## config.mk

```make
export PLATFORM = sky130hd
export DESIGN_NAME = mult_engine_flat
export DESIGN_NICKNAME = d
export VERILOG_FILES = /design/src/rtl/mult_pkg.sv /design/src/rtl/mult_engine_if.sv /design/src/rtl/mul16s.sv /design/src/rtl/mult_engine.sv /design/src/flat_wrapper.sv
export SDC_FILE = /design/constraint.sdc
export NUM_CORES = 1
export LEC_CHECK = 0
export CAP_MARGIN = 20
export CORE_AREA = 3 3 83 164
export CTS_BUF_LIST = sky130_fd_sc_hd__clkbuf_8
export DETAILED_ROUTE_END_ITERATION = 6
export DIE_AREA = 0 0 86 167
export HOLD_SLACK_MARGIN = 0.1
export PLACE_DENSITY = 0.85
export SLEW_MARGIN = 20
export SYNTH_ARGS = -nofsm -noshare
export SYNTH_HDL_FRONTEND = slang
export SYNTH_HIERARCHICAL = 1
export SYNTH_SLANG_ARGS = --single-unit
```

## constraint.sdc

```tcl
create_clock -name clk -period 3.45 [get_ports clk]
set_input_delay 0.69 -clock clk [delete_from_list [all_inputs] [get_ports clk]]
set_output_delay 0.69 -clock clk [all_outputs]
set_load 0.05 [all_outputs]
```

## src/rtl/mult_pkg.sv

```systemverilog
// Shared definitions for the pairwise multiply engine.
//   - default geometry (pair count, operand/product base addresses)
//   - FSM state encodings (legacy-compatible 4-bit constants)
//   - debug struct exported by the top for checker binding
//   - one shift-add step used by the sequential multiplier
package mult_pkg;

  localparam int         NUM_PAIRS    = 16;
  localparam logic [7:0] OPERAND_BASE = 8'd0;
  localparam logic [7:0] PRODUCT_BASE = 8'd64;

  localparam logic [3:0] ST_IDLE = 4'd0;
  localparam logic [3:0] ST_RD0  = 4'd1;
  localparam logic [3:0] ST_RD1  = 4'd2;
  localparam logic [3:0] ST_RD2  = 4'd3;
  localparam logic [3:0] ST_RD3  = 4'd4;
  localparam logic [3:0] ST_MUL  = 4'd5;
  localparam logic [3:0] ST_WR0  = 4'd6;
  localparam logic [3:0] ST_WR1  = 4'd7;
  localparam logic [3:0] ST_WR2  = 4'd8;
  localparam logic [3:0] ST_WR3  = 4'd9;
  localparam logic [3:0] ST_DONE = 4'd10;

  typedef struct packed {
    logic [3:0] state;
    logic [7:0] pair;
    logic [3:0] mul_cnt;
    logic       mul_busy;
  } mult_dbg_t;

  // One iteration of the right-shifting unsigned multiplier.
  // p[31:16] is the partial-sum half, p[15:0] the remaining multiplier bits.
  // The 17-bit sum keeps the carry, which shifts into bit 31.
  function automatic logic [31:0] shift_add_step(input logic [31:0] p,
                                                 input logic [15:0] m);
    logic [16:0] s;
    s = {1'b0, p[31:16]} + (p[0] ? {1'b0, m} : 17'd0);
    return {s, p[15:1]};
  endfunction

endpackage

```

## src/rtl/mult_engine_if.sv

```systemverilog
// Initiator + byte-memory bundle of the multiply engine.
//   req        : start request (initiator -> engine), only looked at in IDLE
//   done       : sticky completion flag (engine -> initiator), held until reset
//   dm_addr    : byte address (engine -> memory)
//   dm_rd_data : combinational read data for dm_addr (memory -> engine)
//   dm_wr_data : write byte (engine -> memory)
//   dm_wr_en   : write strobe, memory captures on the rising edge
// Handshake: req is a level sampled at a rising edge while the engine is idle;
// there is no ready/ack, the request is accepted at that edge and completion is
// signalled only by done, which stays high until reset.
interface mult_engine_if;
  logic       req;
  logic       done;
  logic [7:0] dm_addr;
  logic [7:0] dm_rd_data;
  logic [7:0] dm_wr_data;
  logic       dm_wr_en;

  modport master (output req, dm_rd_data,
                  input  done, dm_addr, dm_wr_data, dm_wr_en);
  modport slave  (input  req, dm_rd_data,
                  output done, dm_addr, dm_wr_data, dm_wr_en);
endinterface

```

## src/rtl/mul16s.sv

```systemverilog
// Sequential signed 16x16 -> 32 multiplier.
//   clk, reset : clock, synchronous active-high reset
//   start      : one-cycle pulse; a/b are consumed at that edge
//   a, b       : signed operands
//   busy       : high while iterations remain after the start edge
//   product    : signed result, valid once busy has dropped
// Magnitudes are multiplied with 16 shift-add steps, the first performed at
// the start edge itself so the result is ready 16 edges after start is seen.
module mul16s
  import mult_pkg::*;
(
  input  logic               clk,
  input  logic               reset,
  input  logic               start,
  input  logic signed [15:0] a,
  input  logic signed [15:0] b,
  output logic               busy,
  output logic [31:0]        product
);

  logic [15:0] a_abs, b_abs;
  logic [15:0] mcand;
  logic [31:0] acc;
  logic        neg;
  logic [3:0]  cnt;

  // -32768 maps to 16'h8000, which is the correct unsigned magnitude.
  assign a_abs = a[15] ? (~a + 16'd1) : a;
  assign b_abs = b[15] ? (~b + 16'd1) : b;

  always_ff @(posedge clk) begin
    if (reset) begin
      mcand <= '0;
      acc   <= '0;
      neg   <= 1'b0;
      cnt   <= '0;
      busy  <= 1'b0;
    end else if (start) begin
      mcand <= a_abs;
      acc   <= shift_add_step({16'd0, b_abs}, a_abs);
      neg   <= a[15] ^ b[15];
      cnt   <= 4'd15;
      busy  <= 1'b1;
    end else if (busy) begin
      acc <= shift_add_step(acc, mcand);
      cnt <= cnt - 4'd1;
      if (cnt == 4'd1) busy <= 1'b0;
    end
  end

  assign product = neg ? (~acc + 32'd1) : acc;

endmodule

```

## src/rtl/mult_engine.sv

```systemverilog
// Pairwise multiply engine over a byte-wide data memory.
//   clk, reset : clock, synchronous active-high reset
//   bus        : initiator/memory bundle (slave side)
//   dbg        : FSM state, pair index, multiply counter and multiplier busy
// For each pair k: read 4 operand bytes, multiply for 16 cycles, write the
// 32-bit product big-endian at PRODUCT_BASE+4k. 24 cycles per pair; done is
// registered from the DONE state, so it rises one cycle after the last write.
module mult_engine
  import mult_pkg::*;
#(
  parameter int         NUM_PAIRS    = mult_pkg::NUM_PAIRS,
  parameter logic [7:0] PRODUCT_BASE = mult_pkg::PRODUCT_BASE
) (
  input  logic         clk,
  input  logic         reset,
  mult_engine_if.slave bus,
  output mult_dbg_t    dbg
);

  logic [3:0]         state;
  logic [7:0]         pair;
  logic [3:0]         mul_cnt;
  logic signed [15:0] op_a;   // op[2k]
  logic signed [15:0] op_b;   // op[2k+1]
  logic               done_q;
  logic               mul_busy;
  logic               mul_start;
  logic [31:0]        product;
  logic [7:0]         pair_off;

  assign pair_off  = pair << 2;
  assign mul_start = (state == ST_MUL) && (mul_cnt == 4'd0);

  mul16s u_mul (
    .clk     (clk),
    .reset   (reset),
    .start   (mul_start),
    .a       (op_a),
    .b       (op_b),
    .busy    (mul_busy),
    .product (product)
  );

  always_ff @(posedge clk) begin
    if (reset) begin
      state   <= ST_IDLE;
      pair    <= '0;
      mul_cnt <= '0;
      op_a    <= '0;
      op_b    <= '0;
      done_q  <= 1'b0;
    end else begin
      case (state)
        ST_IDLE: if (bus.req) begin
          state <= ST_RD0;
          pair  <= '0;
        end
        ST_RD0: begin op_a[15:8] <= bus.dm_rd_data; state <= ST_RD1; end
        ST_RD1: begin op_a[7:0]  <= bus.dm_rd_data; state <= ST_RD2; end
        ST_RD2: begin op_b[15:8] <= bus.dm_rd_data; state <= ST_RD3; end
        ST_RD3: begin
          op_b[7:0] <= bus.dm_rd_data;
          mul_cnt   <= '0;
          state     <= ST_MUL;
        end
        // Fixed 16-cycle window matching the multiplier's 16 iterations.
        ST_MUL: begin
          mul_cnt <= mul_cnt + 4'd1;
          if (mul_cnt == 4'd15) state <= ST_WR0;
        end
        ST_WR0: state <= ST_WR1;
        ST_WR1: state <= ST_WR2;
        ST_WR2: state <= ST_WR3;
        ST_WR3: begin
          if (pair == 8'(NUM_PAIRS - 1)) begin
            state <= ST_DONE;
          end else begin
            pair  <= pair + 8'd1;
            state <= ST_RD0;
          end
        end
        ST_DONE: done_q <= 1'b1;
        default: state <= ST_IDLE;
      endcase
    end
  end

  always_comb begin
    bus.dm_addr    = '0;
    bus.dm_wr_data = '0;
    bus.dm_wr_en   = 1'b0;
    case (state)
      ST_RD0: bus.dm_addr = OPERAND_BASE + pair_off;
      ST_RD1: bus.dm_addr = OPERAND_BASE + pair_off + 8'd1;
      ST_RD2: bus.dm_addr = OPERAND_BASE + pair_off + 8'd2;
      ST_RD3: bus.dm_addr = OPERAND_BASE + pair_off + 8'd3;
      ST_WR0: begin
        bus.dm_addr    = PRODUCT_BASE + pair_off;
        bus.dm_wr_data = product[31:24];
        bus.dm_wr_en   = 1'b1;
      end
      ST_WR1: begin
        bus.dm_addr    = PRODUCT_BASE + pair_off + 8'd1;
        bus.dm_wr_data = product[23:16];
        bus.dm_wr_en   = 1'b1;
      end
      ST_WR2: begin
        bus.dm_addr    = PRODUCT_BASE + pair_off + 8'd2;
        bus.dm_wr_data = product[15:8];
        bus.dm_wr_en   = 1'b1;
      end
      ST_WR3: begin
        bus.dm_addr    = PRODUCT_BASE + pair_off + 8'd3;
        bus.dm_wr_data = product[7:0];
        bus.dm_wr_en   = 1'b1;
      end
      default: ;
    endcase
  end

  assign bus.done = done_q;
  assign dbg      = '{state: state, pair: pair, mul_cnt: mul_cnt, mul_busy: mul_busy};

endmodule

```

## src/flat_wrapper.sv

```systemverilog
// flat-port wrapper written by rule: the top's interface ports become plain ports
module mult_engine_flat import mult_pkg::*;
#(
  parameter int         NUM_PAIRS    = mult_pkg::NUM_PAIRS,
  parameter logic [7:0] PRODUCT_BASE = mult_pkg::PRODUCT_BASE
)
  (clk, reset, dbg, bus_req, bus_dm_rd_data, bus_done, bus_dm_addr, bus_dm_wr_data, bus_dm_wr_en);
  mult_engine_if bus_i ();
  input  logic clk;
  input  logic reset;
  output mult_dbg_t dbg;
  input wire logic [$bits(bus_i.req)-1:0] bus_req;
  input wire logic [$bits(bus_i.dm_rd_data)-1:0] bus_dm_rd_data;
  output wire logic [$bits(bus_i.done)-1:0] bus_done;
  output wire logic [$bits(bus_i.dm_addr)-1:0] bus_dm_addr;
  output wire logic [$bits(bus_i.dm_wr_data)-1:0] bus_dm_wr_data;
  output wire logic [$bits(bus_i.dm_wr_en)-1:0] bus_dm_wr_en;
  assign bus_i.req = bus_req;
  assign bus_i.dm_rd_data = bus_dm_rd_data;
  assign bus_done = bus_i.done;
  assign bus_dm_addr = bus_i.dm_addr;
  assign bus_dm_wr_data = bus_i.dm_wr_data;
  assign bus_dm_wr_en = bus_i.dm_wr_en;
  mult_engine #(.NUM_PAIRS(NUM_PAIRS), .PRODUCT_BASE(PRODUCT_BASE)) u_core (.clk(clk), .reset(reset), .bus(bus_i), .dbg(dbg));
endmodule
```

-- Word level (Yosys, flattened, before mapping)
Index checks and enable logic that the tools add are counted.
- register bits: 103
- latch bits: 0
- memory bits (writable): 0
- ROM bits: 0
- input bits: 11
- output and inout port bits: 35
- word-level logic and storage cells: 80
- memories kept: 0
- $add $sub $neg: 14
- $mul: 0
- divide/modulo/power cells: 0
- order comparisons: 0
- eq/ne operators: 16
- shift operators: 0
- multiplexer cells: 23
- bitwise gates (word level): 5
- reduce and logical (&&, ||, !) cells: 9
- operator list (cell ; count):
    32-bit 2-to-1 mux ; 3
    16-bit 2-to-1 mux ; 4
    8-bit one-hot mux with 8 select lines ; 1
    4-bit one-hot mux with 11 select lines ; 1
    16-bit by 1-bit adder with 16-bit output, second input constant ; 2
    32-bit by 1-bit adder with 32-bit output, second input constant ; 1
    8-bit by 2-bit adder with 8-bit output, second input constant ; 4
    16-bit inverter ; 2
    32-bit inverter ; 1
    8-bit one-hot mux with 4 select lines ; 1
    8-bit by 1-bit adder with 8-bit output, second input constant ; 3
    4-bit 2-to-1 mux ; 5
    16-bit by 16-bit adder with 17-bit output ; 1
    4-bit by 3-bit equality test with 1-bit output, second input constant ; 4
    4-bit equality test, second input constant ; 4
    8-bit 2-to-1 mux ; 2
    8-bit one-hot mux with 2 select lines ; 1
    7-bit by 8-bit adder with 8-bit output, first input constant ; 1
    4-bit by 1-bit equality test with 1-bit output, second input constant ; 2
    4-bit by 2-bit equality test with 1-bit output, second input constant ; 2
    8-bit by 4-bit equality test with 1-bit output, second input constant ; 1
    4-bit logical NOT ; 2
    4-bit one-hot mux with 2 select lines ; 1
    2-bit inequality test, second input constant ; 3
    other kinds (9) ; 15

-- Logic depth before layout (Yosys ltp)
Gate-level depths: netlist of the first run.
- depth in word-level cells: 5
- depth in mapped cells: 11
- mapped depth without buffers: 10

-- By module
Netlist of the first run, hierarchy kept.
- by module, submodules not included (module ; instances ; cells an instance ; area an instance (µm²)):
    mul16s ; 1 ; 526 ; 4271.6
    mult_engine ; 1 ; 329 ; 2563.7

-- Worst setup path after synthesis of the first run
OpenSTA, ideal clock, no wires.
- kind: reg-to-output
- start point: reg u_core.u_mul.acc[6]
- end point: out bus_dm_wr_data[7]
- arrival time: 2829 ps
- data required time: 2760 ps
- slack: -69 ps
- cell stages (with the launch flop): 9
- buffers on the path: 1
- cells stage by stage: dfxtp_1 buf_2 or4_4 or3_1 or3_1 o31ai_2 xnor2_1 mux2i_1 o22ai_1
- word-level cells in the longest chain between the ends: 4
- RTL lines (item ; RTL line ; RTL):
    start, declared ; mul16s.sv:23 ; logic [31:0] acc;
    start signal, assigned ; mul16s.sv:40 ; acc <= shift_add_step({16'd0, b_abs}, a_abs);
    start signal, assigned ; mul16s.sv:45 ; acc <= shift_add_step(acc, mcand);
    32-bit inverter ; mul16s.sv:51 ; assign product = neg ? (~acc + 32'd1) : acc;
    32-bit by 1-bit adder with 32-bit output ; mul16s.sv:51 ;
    32-bit 2-to-1 mux ; mul16s.sv:51 ;
    named net u_core.product[15] ; mult_engine.sv:28 ; logic [31:0] product;
    8-bit one-hot mux with 4 select lines ; mult_engine.sv:92 ; case (state)
    end, declared ; flat_wrapper.sv:16 ; output wire logic [$bits(bus_i.dm_wr_data)-1:0] bus_dm_wr_data;
The timed path passes the listed nets, and every way through them passes these cells.

-- Worst setup path after layout of the first run
Same ends and word-level chain as after synthesis.

==> flow_summary.json, run 1 <==
{
  "status": "complete, but fails checks",
  "violations": "negative setup slack",
  "synthMuxAreaShare": 0.0571,
  "internal_power_w": 0.00176,
  "fp.dieArea_sq_um": 14400,
  "h-tree-depth": 3,
  "postSynthCellCount": 855,
  "synth-seq-cells": 103,
  "cts_tree": "built",
  "core-area_sq_um": 12600,
  "antenna_cells": 0,
  "synth_top_area_cell": "dfxtp_1",
  "yosysUniqueCellTypes": 69,
  "worst_slack_ns": -0.0216,
  "maxSlewViolCount": 0,
  "synthFlopType": "dfxtp_1",
  "cts.reportedPaths.clkPinSlew_ns": 0.09,
  "nFillCells": 1040,
  "synthToLayoutAreaGrowth_pct": 15.9,
  "ff2ff_setup_slack_ns": 0.68,
  "hold_path.class": "reg2reg",
  "async_flop_share": 0,
  "clkLatencyLatePin_ns": 0.37,
  "antenna_found_initial": 0,
  "dr.first_iter.drc_count": 433,
  "clock_power_share": 0.331,
  "mostFrequentLayoutCells": "113 x nand2_1, 97 x dfxtp_1, 70 x nor2_1, 65 x a21oi_1, 49 x xnor2_1",
  "dp.cells": 1025,
  "cp-start-kind": "flip-flop",
  "grt_pass1_wl_mm": 30.7,
  "p_seq_frac": 0.514,
  "grt_max_degree": 80,
  "ant_nets": 0,
  "die_h_um": 167,
  "synth_compound_area_frac": 0.219,
  "holdWs_ns": 0.484,
  "numPortBuffers": 45,
  "start_util": 0.544,
  "finalCritPeriodShare": 1.01,
  "routabilityCongestion": 0.926,
  "firstDrtPassIters": 5,
  "clock_skew_ns": 0.0144,
  "critPathCaptureType": "output pin",
  "hpwl_mm": 14.2,
  "syn_area_sq_um": 6840,
  "post-place-ws_ns": 0.187,
  "synth_edf_count": 0,
  "synth_top_area_frac": 0.302,
  "wirelength_mm": 19.4,
  "grt_overflow": 0,
  "first_global_vias": 6362,
  "cts_buffer_depth": 2,
  "timing.fmax_mhz": 288,
  "combPwrFrac": 0.155,
  "rows": 58,
  "post-route-min-period_ns": 3.47,
  "relSlewSlack": 0.430,
  "grt_usage": 0.267,
  "yosysSeqAreaShare": 0.302,
  "io_pins": 46,
  "yosys.area_share.simple": 0.229,
  "syn_avg_cell_area_sq_um": 7.99,
  "finalHoldViolCount": 0,
  "clock_sinks": 103,
  "cts_root_buf": "clkbuf_8",
  "fin_nets": 929,
  "synth_adder_area_share": 0.0505,
  "synth_top_family_by_area": "simple AND/OR/NAND/NOR gates",
  "final_common_cell": "nand2_1",
  "crit_required_ns": 2.76,
  "p_leak_nw": 2.95,
  "drt-wirelength-per-cell_um": 18.5,
  "crit_fanout": 3,
  "grt_setup_unrepaired": "true",
  "numCtsBuffers": 9,
  "drcViolationCount": 0,
  "worstMarginPinSlew_ns": 0.851,
  "vias": 6514,
  "die_w_um": 86,
  "yosysWarnings": 6,
  "vdd_drop_max_mv": 0.261,
  "synth.area.top_cells": "dfxtp_1 30%, xnor2_1 6.3%, nand2_1 6.2%",
  "synthesis.nets": 893,
  "arrival_ns": 2.78,
  "finalPower_w": 0.00245,
  "synth_xor_area_frac": 0.0948,
  "finalSetupViolations": 1,
  "cap_violations": 0,
  "switching_share": 0.281,
  "avgViaCountPerCell": 6.23,
  "p_switching_w": 0.000688,
  "drive_above_1_share": 0.126,
  "powerDensity_nw_per_um2": 309,
  "fin_cells": 1046,
  "crit_type": "reg2out"
}
-- metal layers --
metal | part of all wire | global-route usage
met5 | 0 | 0
met4 | 0.079 | 0.213
met3 | 0.036 | 0.0386
met2 | 0.53 | 0.483
met1 | 0.35 | 0.260
-- critical path, cell delays in order, from the launching register on --
cell and delay [ns]:
dfxtp_4 0.36, or4_4 0.53, or3_4 0.34, or3_4 0.39
o31ai_4 0.20, xnor2_1 0.14, mux2i_1 0.09, o22ai_2 0.21
buf_12 0.16
-- Yosys cell counts (5+ instances only) --
cell,n
nor4_1,5
buf_2,12
a21o_1,5
mux2i_1,30
dfxtp_1,103
o41ai_1,5
nor2_1,70
nand2b_1,9
o211ai_1,6
o22ai_1,12
inv_1,16
a211oi_1,34
xor2_1,25
or3_1,8
nand2_1,113
o21ai_0,39
xnor2_1,49
or4_1,10
o31ai_1,25
a21oi_1,65
mux2_2,8
nor2b_1,13
clkbuf_1,29
ha_1,26
nor3_1,17
nand3_1,13
o21a_1,5
and2_1,23
-- through the flow --
stage	utilization	setup TNS (ns)	instance area, sq um
floorplan	-	0	6840
finish	0.631	-0.0216	7920
global route	0.631	-0.346	7920
CTS	0.622	-0.0308	7810
detailed placement	0.598	0	7510
global placement	0.598	0	7510
-- registers in the layout (all words and copies together), names as in the netlist --
register,cells
u_core/u_mul/busy,1
u_core/op_a,16
u_core/pair,8
u_core/u_mul/cnt,4
u_core/op_b,16
u_core/state,4
u_core/u_mul/acc,32
u_core/u_mul/neg,1
u_core/u_mul/mcand,16
u_core/mul_cnt,4
u_core/bus.done,1
-- power by group through the flow --
stage	logic (W)	clock network (W)	registers, W
2_1_floorplan	0.000258	0	0.00128
3_3_place_gp	0.000345	0	0.00129
3_5_place_dp	0.000349	0	0.00129
4_1_cts	0.000358	0.000821	0.00126
5_1_grt	0.000408	0.000870	0.00127
6_report	0.000380	0.000811	0.00126
-- timing repair --
action	CTS	global route
pin swaps	0	4
buffers inserted	2	3
gates resized for setup	14	21
hold buffers	0	0
setup endpoints to repair	7	8
-- final timing paths --
| path | startpoint | to | depth (start not counted) |
|---|---|---|---|
| max | u_core/u_mul/acc[6]$_SDFFE_PP0P_ | bus_dm_wr_data[7] | 8 |
| min | u_core/op_b[8]$_SDFFE_PP0P_ | u_core/op_b[8]$_SDFFE_PP0P_ | 2 |
| max reg2reg | u_core/u_mul/acc[0]$_SDFFE_PP0P_ | u_core/u_mul/acc[23]$_SDFFE_PP0P_ | 11 |
| min reg2reg | u_core/op_b[8]$_SDFFE_PP0P_ | u_core/op_b[8]$_SDFFE_PP0P_ | 2 |
-- layout make-up --
type | instances | area (sq um) | share of cell area
Sequential cell | 103 | 2070 | 0.262
Inverter | 16 | 60.1 | 0.00758
Clock buffer | 9 | 124 | 0.0156
Tap cell | 150 | 188 | 0.0237
Clock inverter | 7 | 88.8 | 0.0112
Multi-Input combinational cell | 683 | 4610 | 0.582
Timing Repair Buffer | 78 | 778 | 0.0982
-- cell families after synthesis --
| group | Yosys count |
|---|---|
| simple gates | 315 |
| compound gates | 229 |
| flops | 103 |
| xor+xnor | 74 |
| buf+inv | 69 |
| mux | 38 |
| fa+ha+maj | 27 |
Power figures use the tool's default switching activity.
==> run 2: changes to the inputs <==
SETUP_SLACK_MARGIN = 0.05   (was default)
TNS_END_PERCENT = 100   (was default)
==> flow_summary.json, run 2 (synthesis gave the netlist of run 1 again) <==
{
  "cts.reportedPaths.clkPinSlew_ns": 0.11,
  "holdWs_ns": 0.481,
  "ant_nets": 0,
  "grt_usage": 0.256,
  "post-route-min-period_ns": 3.53,
  "grt_max_degree": 68,
  "avgViaCountPerCell": 6.27,
  "wirelength_mm": 19.3,
  "dr.first_iter.drc_count": 395,
  "arrival_ns": 2.84,
  "vias": 6564,
  "crit_required_ns": 2.76,
  "fp.dieArea_sq_um": 14400,
  "drive_above_1_share": 0.127,
  "cap_violations": 0,
  "routabilityCongestion": 0.949,
  "hpwl_mm": 14.0,
  "p_leak_nw": 2.94,
  "grt_setup_unrepaired": "true",
  "mostFrequentLayoutCells": "113 x nand2_1, 98 x dfxtp_1, 70 x nor2_1, 65 x a21oi_1, 48 x xnor2_1",
  "clkLatencyLatePin_ns": 0.38,
  "finalHoldViolCount": 0,
  "setup_tns_ns": -0.174,
  "nFillCells": 1055,
  "grt_overflow": 0,
  "worst_slack_ns": -0.0836,
  "timing.fmax_mhz": 283,
  "first_global_vias": 6319,
  "cts_tree": "built",
  "finalCritPeriodShare": 1.02,
  "relSlewSlack": 0.307,
  "hold_path.class": "reg2reg",
  "vdd_drop_max_mv": 0.322,
  "status": "complete, but fails checks",
  "die_h_um": 167,
  "grt_pass1_wl_mm": 29.6,
  "final_common_cell": "nand2_1",
  "worstMarginPinSlew_ns": 1.04,
  "h-tree-depth": 3,
  "largest_reg_flops": 32,
  "critPathCaptureType": "output pin",
  "post-place-ws_ns": 0.291,
  "clock_sinks": 103,
  "firstDrtPassIters": 6,
  "antenna_cells": 0,
  "crit_type": "reg2out",
  "io_pins": 46,
  "crit_fanout": 4,
  "drt-wirelength-per-cell_um": 18.5,
  "maxSlewViolCount": 0,
  "cts_root_buf": "clkbuf_8",
  "powerDensity_nw_per_um2": 307,
  "regMostFlops": "u_core/u_mul/acc",
  "rows": 58,
  "hold_buffers": 0,
  "synthToLayoutAreaGrowth_pct": 15.5,
  "multiInputGateArea_sq_um": 4600,
  "numPortBuffers": 45,
  "core-area_sq_um": 12600,
  "finalSetupViolations": 3,
  "start_util": 0.544,
  "clock_skew_ns": 0.0134,
  "violations": "negative setup slack",
  "cts_buffer_depth": 2,
  "drcViolationCount": 0,
  "seqCellArea_sq_um": 2070,
  "die_w_um": 86,
  "numCtsBuffers": 9,
  "cp-start-kind": "flip-flop",
  "fin_nets": 930,
  "antenna_found_initial": 0
}
run 2: cell count changes in the layout (fill, tap and decap cells not counted), sizes merged:
cell           previous run  this run
clkdlybuf4s50            33        32
clkinvlp                  2         3
buf                      45        47
bufinv                    2         1
run 2: timing repair:
item | CTS | global route
buffers inserted | 5 | 6
pin swaps | 0 | 4
cloned | 0 | 0
gates resized for setup | 11 | 22
setup endpoints to repair | 8 | 8
run 2: path summary, 6_finish.rpt:
| kind | start | to | slack (ns) | depth (start not counted) |
|---|---|---|---|---|
| max | u_core/u_mul/acc[6]$_SDFFE_PP0P_ | bus_dm_wr_data[2] | -0.08 | 10 |
| min | u_core/bus.done$_SDFFE_PP0N_ | u_core/bus.done$_SDFFE_PP0N_ | 0.48 | 2 |
| max reg2reg | u_core/u_mul/acc[0]$_SDFFE_PP0P_ | u_core/u_mul/acc[23]$_SDFFE_PP0P_ | 0.65 | 10 |
| min reg2reg | u_core/bus.done$_SDFFE_PP0N_ | u_core/bus.done$_SDFFE_PP0N_ | 0.48 | 2 |
run 2: cell type report:
cell class	count	area share
Multi-Input combinational cell	683	0.582
Sequential cell	103	0.263
Timing Repair Buffer	79	0.0976
Tap cell	150	0.0238
Clock buffer	9	0.0157
Clock inverter	7	0.0103
Inverter	16	0.00761
run 2: through the flow:
| step | total power, W | utilization | cell area, sq um | instances |
|---|---|---|---|---|
| finish | 0.00242 | 0.629 | 7900 | 1047 |
| global route | 0.00251 | 0.629 | 7900 | 1047 |
| CTS | 0.00241 | 0.618 | 7750 | 1041 |
| detailed placement | 0.00163 | 0.594 | 7460 | 1020 |
| global placement | 0.00163 | 0.594 | 7460 | 1020 |
| floorplan | 0.00154 | - | 6850 | 855 |
run 2: where the power goes:
| part | switching, W | leakage, nW | internal, W |
|---|---|---|---|
| Sequential | 0.0000410 | 0.835 | 0.00121 |
| Combinational | 0.000236 | 2.01 | 0.000149 |
| Clock | 0.000441 | 0.0936 | 0.000343 |
run 2: layer usage:
| layer | GRT usage | vias to the layer above | routed length [um] |
|---|---|---|---|
| li1 | - | 3144 | - |
| met1 | 0.246 | 3027 | 6700 |
| met2 | 0.464 | 288 | 10000 |
| met3 | 0.0351 | 105 | 900 |
| met4 | 0.210 | 0 | 1710 |
| met5 | 0 | - | 0 |
run 2: critical path, cell delays in order, from the launching register on:
cell and delay [ns]:
dfxtp_4 0.37, buf_4 0.13, nor4_2 0.37, nand4_1 0.21, nand3b_1 0.24, nand2b_4 0.20
o41ai_2 0.34, xnor2_1 0.16, mux2i_1 0.10, o22ai_2 0.18, buf_12 0.17
==> run 3: changes to the inputs <==
DONT_BUFFER_PORTS = 1   (was default)
GPL_TIMING_DRIVEN = 0   (was default)
PLACE_DENSITY = 0.8   (was 0.85)
SKIP_LAST_GASP = 1   (was default)
==> flow_summary.json, run 3 (synthesis gave the netlist of run 1 again) <==
{
  "vdd_drop_max_mv": 0.355,
  "stdcell_area_sq_um": 7650,
  "cts.reportedPaths.clkPinSlew_ns": 0.10,
  "p_switching_w": 0.000717,
  "p_seq_frac": 0.520,
  "die_h_um": 167,
  "crit_type": "reg2out",
  "clock_power_share": 0.323,
  "worstMarginPinSlew_ns": 0.946,
  "switching_share": 0.295,
  "hpwl_mm": 15.6,
  "cts_buffer_depth": 2,
  "grt_pass1_wl_mm": 32.1,
  "finalCritPeriodShare": 1.03,
  "avgViaCountPerCell": 6.31,
  "cp_slowest_stage_delay_ns": 0.54,
  "die_w_um": 86,
  "cap_violations": 0,
  "firstDrtPassIters": 5,
  "drcViolationCount": 0,
  "antenna_cells": 0,
  "first_global_vias": 6509,
  "critPathCaptureType": "output pin",
  "status": "complete, but fails checks",
  "cts_root_buf": "clkbuf_8",
  "ant_nets": 0,
  "grt_usage": 0.281,
  "final_common_cell": "nand2_1",
  "arrival_ns": 2.85,
  "path_common_cell": "or3_4",
  "antenna_found_initial": 0,
  "finalHoldViolCount": 0,
  "powerDensity_nw_per_um2": 318,
  "rows": 58,
  "combPwrFrac": 0.157,
  "mostFrequentLayoutCells": "110 x nand2_1, 93 x dfxtp_1, 70 x nor2_1, 65 x a21oi_1, 48 x xnor2_1",
  "multiInputGateArea_sq_um": 4750,
  "nFillCells": 1093,
  "largest_reg_flops": 32,
  "crit_buf_inv": 0,
  "finalPower_w": 0.00243,
  "hold_path.class": "in2reg",
  "dr.first_iter.drc_count": 519,
  "fp.dieArea_sq_um": 14400,
  "wirelength_mm": 20.4,
  "core-area_sq_um": 12600,
  "synthToLayoutAreaGrowth_pct": 11.9,
  "seqCellArea_sq_um": 2080,
  "post-route-util": 0.609,
  "io_pins": 46,
  "cp-start-kind": "flip-flop",
  "crit_fanout": 4,
  "dpl-instance-area_sq_um": 7040,
  "clkLatencyLatePin_ns": 0.37,
  "relSlewSlack": 0.364,
  "drt-wirelength-per-cell_um": 19.8,
  "start_util": 0.544,
  "routabilityCongestion": 0.963,
  "numCtsBuffers": 9,
  "timing.fmax_mhz": 283,
  "cp_top_family": "simple AND/OR/NAND/NOR gates",
  "p_leak_nw": 2.79,
  "clock_sinks": 103,
  "internal_power_w": 0.00171,
  "crit_path_cell_trace": "or4_4, or3_4, or3_4, o31ai_4, xnor2_1, mux2i_1, o22ai_4",
  "regMostFlops": "u_core/u_mul/acc",
  "maxSlewViolCount": 0,
  "vias": 6503,
  "cts_tree": "built",
  "grt_setup_unrepaired": "true",
  "clock_skew_ns": 0.0162,
  "violations": "negative setup slack",
  "numPortBuffers": 0,
  "grt_max_degree": 18,
  "h-tree-depth": 3,
  "finalSetupViolations": 2,
  "post-route-min-period_ns": 3.54,
  "crit_required_ns": 2.76,
  "cp_slowest_cell": "or4_4",
  "fin_nets": 913,
  "drive_above_1_share": 0.130,
  "worst_slack_ns": -0.0863,
  "grt_overflow": 0
}
-- run 3: cell types whose count changed in the layout (fill, tap and decap cells not counted), moves of 3 or more --
cell | before | now
buf_4 | 38 | 12
dfxtp_2 | 3 | 7
dfxtp_1 | 98 | 93
o22ai_2 | 5 | 0
buf_1 | 0 | 4
buf_6 | 0 | 3
buf_12 | 8 | 1
o22ai_1 | 7 | 2
nand2_2 | 0 | 3
clkbuf_1 | 0 | 27
buf_2 | 1 | 11
clkdlybuf4s50_1 | 32 | 0
nand2_1 | 113 | 110
o22ai_4 | 0 | 10
-- run 3: routing by layer --
layer / share of wire / GRT usage / vias to the layer above
met1: 0.34 / 0.271 / 3039
met4: 0.066 / 0.178 / 0
met3: 0.051 / 0.0559 / 95
met2: 0.54 / 0.522 / 265
met5: 0 / 0 / -
li1: - / - / 3104
-- run 3: cell type report --
class | count | area share
Multi-Input combinational cell | 683 | 0.622
Sequential cell | 103 | 0.272
Buffer | 51 | 0.0339
Tap cell | 150 | 0.0245
Clock buffer | 10 | 0.0180
Timing Repair Buffer | 11 | 0.0124
Clock inverter | 6 | 0.00916
Inverter | 16 | 0.00785
-- run 3: power groups by stage --
stage	logic [W]	clock network (W)	registers, W
6_report	0.000381	0.000786	0.00126
3_3_place_gp	0.000330	0	0.00129
2_1_floorplan	0.000258	0	0.00128
3_5_place_dp	0.000336	0	0.00129
5_1_grt	0.000409	0.000834	0.00127
4_1_cts	0.000353	0.000794	0.00126
-- run 3: metrics by stage --
stage	TNS, ns	instances	setup WS (ns)	hold slack, ns
4_1_cts	-0.242	1026	-0.102	0.425
3_5_place_dp	-1.87	1005	-0.398	0.471
2_1_floorplan	0	855	0.0675	0.452
6_report	-0.153	1030	-0.0863	0.447
3_3_place_gp	-1.60	1005	-0.348	0.466
5_1_grt	-0.492	1030	-0.182	0.429
-- run 3: timing repair --
action	4_1_cts	5_1_grt
gates resized for setup	34	30
setup endpoints to repair	12	13
pin swaps	7	9
hold buffers	0	0
buffers inserted	7	4
-- run 3: path summary, 6_finish.rpt --
path	from	to	slack (ns)	cells past startpoint
worst max-delay path	u_core/u_mul/acc[6]$_SDFFE_PP0P_	bus_dm_wr_data[7]	-0.09	7
worst max register to register	u_core/u_mul/acc[0]$_SDFFE_PP0P_	u_core/u_mul/acc[23]$_SDFFE_PP0P_	0.32	11
worst min-delay path	bus_dm_rd_data[5]	u_core/op_b[13]$_SDFFE_PP0P_	0.45	2
worst min register to register	u_core/op_b[8]$_SDFFE_PP0P_	u_core/op_b[8]$_SDFFE_PP0P_	0.49	2
